## config.mk

```make
export PLATFORM = sky130hd
export DESIGN_NAME = insert_parity
export DESIGN_NICKNAME = d
export VERILOG_FILES = /design/src/rtl/insert_parity_pkg.sv /design/src/rtl/insert_parity_skid_reg.sv /design/src/rtl/insert_parity.sv
export SDC_FILE = /design/constraint.sdc
export NUM_CORES = 1
export LEC_CHECK = 0
export ABC_AREA = 1
export BUFFER_PORTS_ARGS = -buffer_cell sky130_fd_sc_hd__buf_2
export CORE_UTILIZATION = 55
export CTS_CLUSTER_DIAMETER = 50
export DETAILED_ROUTE_END_ITERATION = 8
export PLACE_DENSITY = 0.87
export SLEW_MARGIN = 10
export SYNTH_ARGS = -nofsm -noshare
export SYNTH_HDL_FRONTEND = slang
export SYNTH_SLANG_ARGS = --single-unit
export TNS_END_PERCENT = 5
```

## constraint.sdc

```tcl
create_clock -name clk -period 1.5 [get_ports clk]
set_input_delay 0.3 -clock clk [delete_from_list [all_inputs] [get_ports clk]]
set_output_delay 0.3 -clock clk [all_outputs]
set_load 0.005 [all_outputs]
```

## src/rtl/insert_parity_pkg.sv

```systemverilog
// Shared constants and the per-word parity helper for the parity inserter.
package insert_parity_pkg;

  // Widest data word the parity helper accepts; narrower words are zero-extended,
  // which leaves their XOR unchanged.
  localparam int MAX_WORD_BITS = 64;

  // One parity bit is appended above every data word.
  function automatic int parity_slot_width(input int bits_per_word);
    return bits_per_word + 1;
  endfunction

  // Even parity is the XOR of the word. Odd parity is its inverse. A set inject
  // bit flips the result to force a detectable error downstream.
  function automatic logic parity_bit(input logic [MAX_WORD_BITS-1:0] word,
                                      input logic                     odd,
                                      input logic                     inject);
    return (^word) ^ odd ^ inject;
  endfunction

endpackage

```

## src/rtl/insert_parity_skid_reg.sv

```systemverilog
// Output register plus one-entry skid buffer. Downstream sees data and valid
// straight from flops, and upstream sees a registered ready.
module parity_skid_reg #(
  parameter int WIDTH = 50
) (
  input  logic             clk,
  input  logic             rst_n,
  input  logic [WIDTH-1:0] data_i,
  input  logic             valid_i,
  output logic             ready_o,
  output logic [WIDTH-1:0] data_o,
  output logic             valid_o,
  input  logic             ready_i
);

  logic [WIDTH-1:0] out_data_q, out_data_d;
  logic             out_valid_q, out_valid_d;
  logic [WIDTH-1:0] skid_data_q, skid_data_d;
  logic             skid_valid_q, skid_valid_d;
  logic             ready_q, ready_d;
  logic             accept;
  logic             deliver;

  assign accept  = valid_i & ready_q;
  assign deliver = out_valid_q & ready_i;

  // Next-state selection: refill the output stage from skid first, then from input.
  always_comb begin
    // NOTE: every output of this block gets its hold value first, so no path infers a latch.
    out_data_d   = out_data_q;
    out_valid_d  = out_valid_q;
    skid_data_d  = skid_data_q;
    skid_valid_d = skid_valid_q;
    if (!out_valid_q || deliver) begin
      if (skid_valid_q) begin
        out_data_d   = skid_data_q;
        out_valid_d  = 1'b1;
        skid_valid_d = 1'b0;
      end else if (accept) begin
        out_data_d  = data_i;
        out_valid_d = 1'b1;
      end else begin
        out_valid_d = 1'b0;
      end
    end else if (accept) begin
      skid_data_d  = data_i;
      skid_valid_d = 1'b1;
    end
    ready_d = ~skid_valid_d;
  end

  // State registers. Ready stays low in reset and rises on the first edge after reset.
  always_ff @(posedge clk or negedge rst_n) begin
    if (!rst_n) begin
      // NOTE: the data registers are cleared too, so dout reads all zeros out of reset.
      out_data_q   <= '0;
      out_valid_q  <= 1'b0;
      skid_data_q  <= '0;
      skid_valid_q <= 1'b0;
      ready_q      <= 1'b0;
    end else begin
      // NOTE: non-blocking assignments let every flop sample pre-edge values.
      out_data_q   <= out_data_d;
      out_valid_q  <= out_valid_d;
      skid_data_q  <= skid_data_d;
      skid_valid_q <= skid_valid_d;
      ready_q      <= ready_d;
    end
  end

  assign ready_o = ready_q;
  assign data_o  = out_data_q;
  assign valid_o = out_valid_q;

endmodule

```

## src/rtl/insert_parity.sv

```systemverilog
// Appends a parity bit to every packed word. The encoded beat then passes through
// a registered skid stage, and delivered beats are counted with saturation.
module insert_parity
  import insert_parity_pkg::*;
#(
  parameter int WORDS         = 5,
  parameter int BITS_PER_WORD = 9,
  parameter int ODD_PARITY    = 0
) (
  input  logic                             clk,
  input  logic                             rst_n,
  input  logic [BITS_PER_WORD*WORDS-1:0]   din,
  input  logic                             din_valid,
  output logic                             din_ready,
  input  logic [WORDS-1:0]                 inject_err,
  output logic [(BITS_PER_WORD+1)*WORDS-1:0] dout,
  output logic                             dout_valid,
  input  logic                             dout_ready,
  output logic [15:0]                      beat_count
);

  localparam int SLOT = parity_slot_width(BITS_PER_WORD);
  localparam int DW   = SLOT * WORDS;

  logic [DW-1:0] encoded;
  logic [15:0]   count_q, count_d;

  // Encode each word before registering it, so the skid buffer holds finished slots.
  for (genvar i = 0; i < WORDS; i++) begin : g_word
    logic [MAX_WORD_BITS-1:0] word_ext;
    assign word_ext = MAX_WORD_BITS'(din[i*BITS_PER_WORD +: BITS_PER_WORD]);
    assign encoded[i*SLOT +: SLOT] =
      {parity_bit(word_ext, ODD_PARITY != 0, inject_err[i]),
       din[i*BITS_PER_WORD +: BITS_PER_WORD]};
  end

  parity_skid_reg #(
    .WIDTH (DW)
  ) u_skid (
    .clk     (clk),
    .rst_n   (rst_n),
    .data_i  (encoded),
    .valid_i (din_valid),
    .ready_o (din_ready),
    .data_o  (dout),
    .valid_o (dout_valid),
    .ready_i (dout_ready)
  );

  // Count delivered beats, holding at the all-ones ceiling.
  always_comb begin
    count_d = count_q;
    if (dout_valid && dout_ready && (count_q != 16'hFFFF)) begin
      count_d = count_q + 16'd1;
    end
  end

  // Beat counter register.
  always_ff @(posedge clk or negedge rst_n) begin
    if (!rst_n) begin
      count_q <= 16'd0;
    end else begin
      count_q <= count_d;
    end
  end

  assign beat_count = count_q;

endmodule

```

==> impl_metrics.ini, run 1 <==
[routing]
num_vias = 5590
wirelength_microns = 14500
wl_per_cell_microns = 13.6
firstDrtPassIters = 6
route.detailed.drc = 0
antenna_left = 0
routed_via_density = 5.21
drt_iter0_drc = 354

[placed_design]
gp_congestion = 0.893
place_hpwl_microns = 9340
dp_slack_ns = -0.00889
portBuffers = 121
placed_area_sq_um = 6790
dp_cells = 1038

[synth]
synth-edff-count = 0
avgSynthCellArea_sq_um = 7.49
synth_most_common_cell = nand2_1
synth_cells = 797
yosys-top-cells-count = nand2_1, dfrtp_1, nor2_1
synth_cell_type_count = 30
synth_top_area_share_pct = 49.9
ys_seq_area_share_pct = 49.9
ys_seq_elements = 119
syn_nets = 852
synth_area_leaders = dfrtp_1, nand2_1, nor2_1
ys.flop_type = dfrtp_1
yosysWarnings = 0
synth_top_area_cell = dfrtp_1
syn_area_sq_um = 5970
synthArstFlopShare_pct = 100

[critical_path]
cp.required_ns = 1.20
r2r_setup_slack_ns = -0.02
crit_path_end_kind = output pin
cpLargestDelayFamily = flip-flops
timing.rr.end = beat_count[12]
crit_fanout = 3
worst_setup_path_start_kind = flip-flop
path_class = reg2out
critPathBufInv = 2
r2r_start = beat_count[1]
slowest_delay_ns = 0.43
crit_chain = buf_4 > buf_2
slowest_stage = dfrtp_1
rr_worst_depth = 5
cp.arrival_ns = 1.23

[timing]
worst_slack_ns = -0.0274
skew_ns = 0.0162
min_period_ns = 1.53
finalSetupViolations = 4
tightestPinTransition_ns = 0.528
max_freq_ghz = 0.655
rsz0062_at_grt = yes
finalHoldViolations = 0
fin_tns_setup_ns = -0.0791
finalCritPeriodShare_pct = 102
maxSlewHeadroom_pct = 64.8
slew_viol_final = 0

[power]
clockPowerShare_pct = 34.1
share_comb_of_total_power_pct = 26.5
leakage_uw = 0.00396
power_density_nw_per_um2 = 1670
switching_share_pct = 32.2
ir_worst_vdd_mv = 0.905
p_switching_uw = 4040
p_int_uw = 8520
p_seq_share_pct = 39.4

[floorplanning]
dieArea_sq_um = 11300
die_width_microns = 106
core_sq_um = 10400
initial_core_util_pct = 57.3
die_h_microns = 106
io-pin-count = 122
rows = 37

[global_route]
grt_pass1_vias = 5328
grt-ovfl-total = 0
grt_util_all_layers_pct = 26.8
grt_pass1_wl_microns = 24000
antenna_found_initial = 0
grt_max_degree = 65

[finish]
layout.nets = 979
final_layout_size_suffix_gt1_share_pct = 20.8
nFillCells = 820
multi_input_area_sq_um = 2580
synthToLayoutAreaGrowth_pct = 25.9
insertedDiodeCount = 0
fin_area_sq_um = 7510
fin_cells = 1073
seqCellArea_sq_um = 2980

[min_path]
min_to = u_skid.skid_data_q[20]
min_path_cells = 3
hold_path_class = in2reg
hp-start = din[18]

[clock_network]
numCtsBuffers = 17
numClockSinks = 119
clkLatencyLatePin_ns = 0.51
cts-htree-levels = 4
ctsLongestPathBuffers = 2
clk_pin_slew_ns = 0.06
cts_tree = built
root_buffer = clkbuf_8

[run]
drv_cap = 0

[status]
violations = negative setup slack
status = finished with violations
## power groups by stage
stage | Sequential [uW] | Clock (uW) | Combinational (uW)
after floorplan | 4930 | 0 | 1730
after detailed placement | 4940 | 0 | 3090
after CTS | 4910 | 4310 | 3170
after global routing | 5060 | 4460 | 3740
after global placement | 4900 | 0 | 2970
final | 4950 | 4290 | 3320
## worst reg2reg max path, delay by kind of cell (launching register included)
kind	cells	cell delay [ns]
fa+ha+maj	1	0.22
simple gates	2	0.53
xor+xnor	1	0.17
buf+inv	1	0.05
flops	1	0.43
## through the flow
stage / power, uW / hold WS, ns / utilization [%]
after detailed placement: 8030 / 0.337 / 65.2
after global placement: 7870 / 0.334 / 65.2
after global routing: 13300 / 0.0408 / 72.1
after floorplan: 6660 / 0.00441 / -
final: 12600 / 0.0424 / 72.1
after CTS: 12400 / 0.0231 / 71.4
## registers in the layout, indices dropped and copies added, names as in the netlist
| register | flops |
|---|---|
| u_skid.skid_data_q | 50 |
| u_skid.ready_o | 1 |
| u_skid.skid_valid_q | 1 |
| u_skid.data_o | 50 |
| beat_count | 16 |
| u_skid.valid_o | 1 |
## how the worst max path moves through the flow
stage,from,endpoint,slack [ns],cells past startpoint
detailed placement,beat_count[1],beat_count[15],-0.009,7
finish,beat_count[1],beat_count[1],-0.03,2
CTS,beat_count[1],beat_count[14],-0.02,8
global route,beat_count[1],beat_count[14],-0.08,8
global placement,beat_count[1],beat_count[14],0.07,8
floorplan,beat_count[0],beat_count[14],0.06,8
## logic make-up after synthesis
group | Yosys count | synth area share, %
AOI/OAI and AO/OA | 104 | 9.83
xor gates and xnor gates | 16 | 2.35
adders and majority gates | 1 | 0.210
buffers and inverters | 110 | 7.55
DFF | 119 | 49.9
and+or+nand+nor | 447 | 30.2
## placed cells by master (no fill, tap or decap), types with 5 or more instances in the layout
master     instances
dfrtp_1          116
clkbuf_16         16
nand3_1           24
o21ai_1           15
xor2_1            13
buf_12             6
nor2_1            80
o21ai_0           40
buf_4             11
nand2_1          322
inv_1             72
a31oi_1           47
buf_2            118
buf_6              5
## what timing repair did
action                     4_1_cts  5_1_grt
hold buffers                     1        0
buffers inserted                 1        1
setup endpoints to repair       14       18
resized for setup                2       14
hold endpoints to repair       119        0
pin swaps                        1        4
## final cells by class
| type | instances | share of cell area (%) |
|---|---|---|
| Timing Repair Buffer | 141 | 11.4 |
| Clock buffer | 20 | 6.06 |
| Tap cell | 136 | 2.26 |
| Sequential cell | 119 | 39.7 |
| Inverter | 77 | 3.88 |
| Clock inverter | 12 | 2.31 |
| Multi-Input combinational cell | 568 | 34.4 |
## metal layers
metal  vias to the layer above  GRT usage [%]  routed length, microns
met4                         0           8.63                     262
met3                        25           6.44                     829
met2                       194           46.2                    7190
li1                       2759              -                       -
met1                      2612           33.1                    6270
met5                         -              0                       0
Power figures use the tool's default switching activity.
==> run 2: changes to the inputs <==
--- a/config.mk
+++ b/config.mk
@@ -7,6 +7,7 @@
 export LEC_CHECK = 0
 export ABC_AREA = 1
 export BUFFER_PORTS_ARGS = -buffer_cell sky130_fd_sc_hd__buf_2
+export CAP_MARGIN = 5
 export CORE_UTILIZATION = 55
 export CTS_CLUSTER_DIAMETER = 50
 export DETAILED_ROUTE_END_ITERATION = 8
==> constraint.sdc (replaced) <==
create_clock -name clk -period 1.5 [get_ports clk]
set_input_delay 0.225 -clock clk [delete_from_list [all_inputs] [get_ports clk]]
set_output_delay 0.225 -clock clk [all_outputs]
set_load 0.005 [all_outputs]
==> impl_metrics.ini, run 2 (synthesis gave the netlist of run 1 again) <==
[status]
status = finished with violations
violations = negative setup slack

[finish]
synthToLayoutAreaGrowth_pct = 31.7
layout.nets = 1017
multi_input_area_sq_um = 2570
insertedDiodeCount = 0
final_cell_mix = nand2_1, buf_2, dfrtp_1
nFillCells = 719
seqCellArea_sq_um = 2980
fin_cells = 1111
final_common_cell = nand2_1
final_layout_size_suffix_gt1_share_pct = 20.1
final_util_pct = 75.5

[clock_network]
cts_tree = built
cts-htree-levels = 4
numClockSinks = 119
ctsLongestPathBuffers = 2
root_buffer = clkbuf_8
clk_pin_slew_ns = 0.06
clkLatencyLatePin_ns = 0.52
numCtsBuffers = 17

[timing]
skew_ns = 0.00775
tightestPinTransition_ns = 0.531
finalSetupViolations = 1
finalHoldViolations = 0
finalCritPeriodShare_pct = 100
worst_slack_ns = -0.00621
slew_viol_final = 0
rsz0062_at_grt = yes
max_freq_ghz = 0.664
min_period_ns = 1.51
maxSlewHeadroom_pct = 64.6
fin_tns_setup_ns = -0.00621

[critical_path]
worst_setup_path_start_kind = flip-flop
cp.arrival_ns = 1.90
r2r_start = beat_count[1]
crit_fanout = 3
crit_path_end_kind = flip-flop
slowest_delay_ns = 0.41
slowest_stage = dfrtp_1
crit_start = beat_count[1]
path_class = reg2reg
rr_worst_depth = 7
cp.required_ns = 1.89
crit_chain = buf_4 > inv_1 > nor3_2 > nand2_1 > nor2_1 > xor2_1 > o21ai_1

[global_route]
grt_pass1_wl_microns = 25500
grt_max_degree = 61
grt-ovfl-total = 0
antenna_found_initial = 0
grt_util_all_layers_pct = 28.8
grt_pass1_vias = 5621

[floorplanning]
dieArea_sq_um = 11300
rows = 37
io-pin-count = 122
die_width_microns = 106
core_sq_um = 10400
initial_core_util_pct = 57.3
die_h_microns = 106

[min_path]
hold_path_class = in2reg
hp-start = din[37]
min_path_cells = 3

[run]
drv_cap = 0

[routing]
num_vias = 5828
firstDrtPassIters = 6
wirelength_microns = 15300
route.detailed.drc = 0
drt_iter0_drc = 558
antenna_left = 0
wl_per_cell_microns = 13.7
routed_via_density = 5.25

[placed_design]
place_hpwl_microns = 9380
portBuffers = 121
dp_cells = 1039
gp_congestion = 0.903

[power]
leakage_uw = 0.00411
ir_worst_vdd_mv = 0.897
power_density_nw_per_um2 = 1600
## run 2: layout make-up
cell class	instances	area share, %
inverters	77	3.68
multi-input cells	568	32.7
repair buffers	179	15.6
well taps	136	2.16
flip-flops and latches	119	37.9
clock buffers	24	6.11
clock inverters	8	1.81
## run 2: through the flow
step           area (sq um)  setup WS (ns)  power [uW]  hold WS (ns)
2_1_floorplan          5970         0.0582        6660       -0.0706
3_3_place_gp           6810         0.0542        7890         0.267
3_5_place_dp           6810        -0.0140        8040         0.269
4_1_cts                7810        0.00896       12400       0.00148
5_1_grt                7860        -0.0793       13300        0.0199
6_report               7860       -0.00621       12600        0.0107
## run 2: per-layer routing
layer  global-route usage (%)  part of all wire (%)  vias up
li1                         -                     -     2842
met2                     50.0                    51      234
met3                     5.09                   5.6       36
met1                     34.5                    41     2716
met4                     13.8                   2.3        0
met5                        0                     0        -
## run 2: final timing paths
path,slack [ns],to
max reg2reg,-0.006,beat_count[13]
min in group asynchronous,0.26,u_skid.data_o[6]
min reg2reg,0.47,u_skid.skid_data_q[34]
max,-0.006,beat_count[13]
max in group asynchronous,0.93,u_skid.skid_valid_q
min,0.01,u_skid.data_o[41]
## run 2: worst max-delay path, delay by kind of cell (launching register included)
kind / cells / cell delay (ns)
AND/OR/NAND/NOR: 3 / 0.49
XOR/XNOR: 1 / 0.19
buffers and inverters: 2 / 0.22
flip-flops: 1 / 0.41
AO/OA/AOI/OAI: 1 / 0.08
## run 2: report_power, final
group	internal, uW	switching, uW
clock network	2870	1400
logic	1450	1870
registers	4260	701
total	8580	3970
## run 2: timing repair
action | CTS | global route
buffers inserted | 2 | 2
pin swaps | 1 | 6
resized for setup | 1 | 10
endpoints found under the setup margin | 4 | 13
hold buffers | 36 | 0
endpoints found under the hold margin | 169 | 0
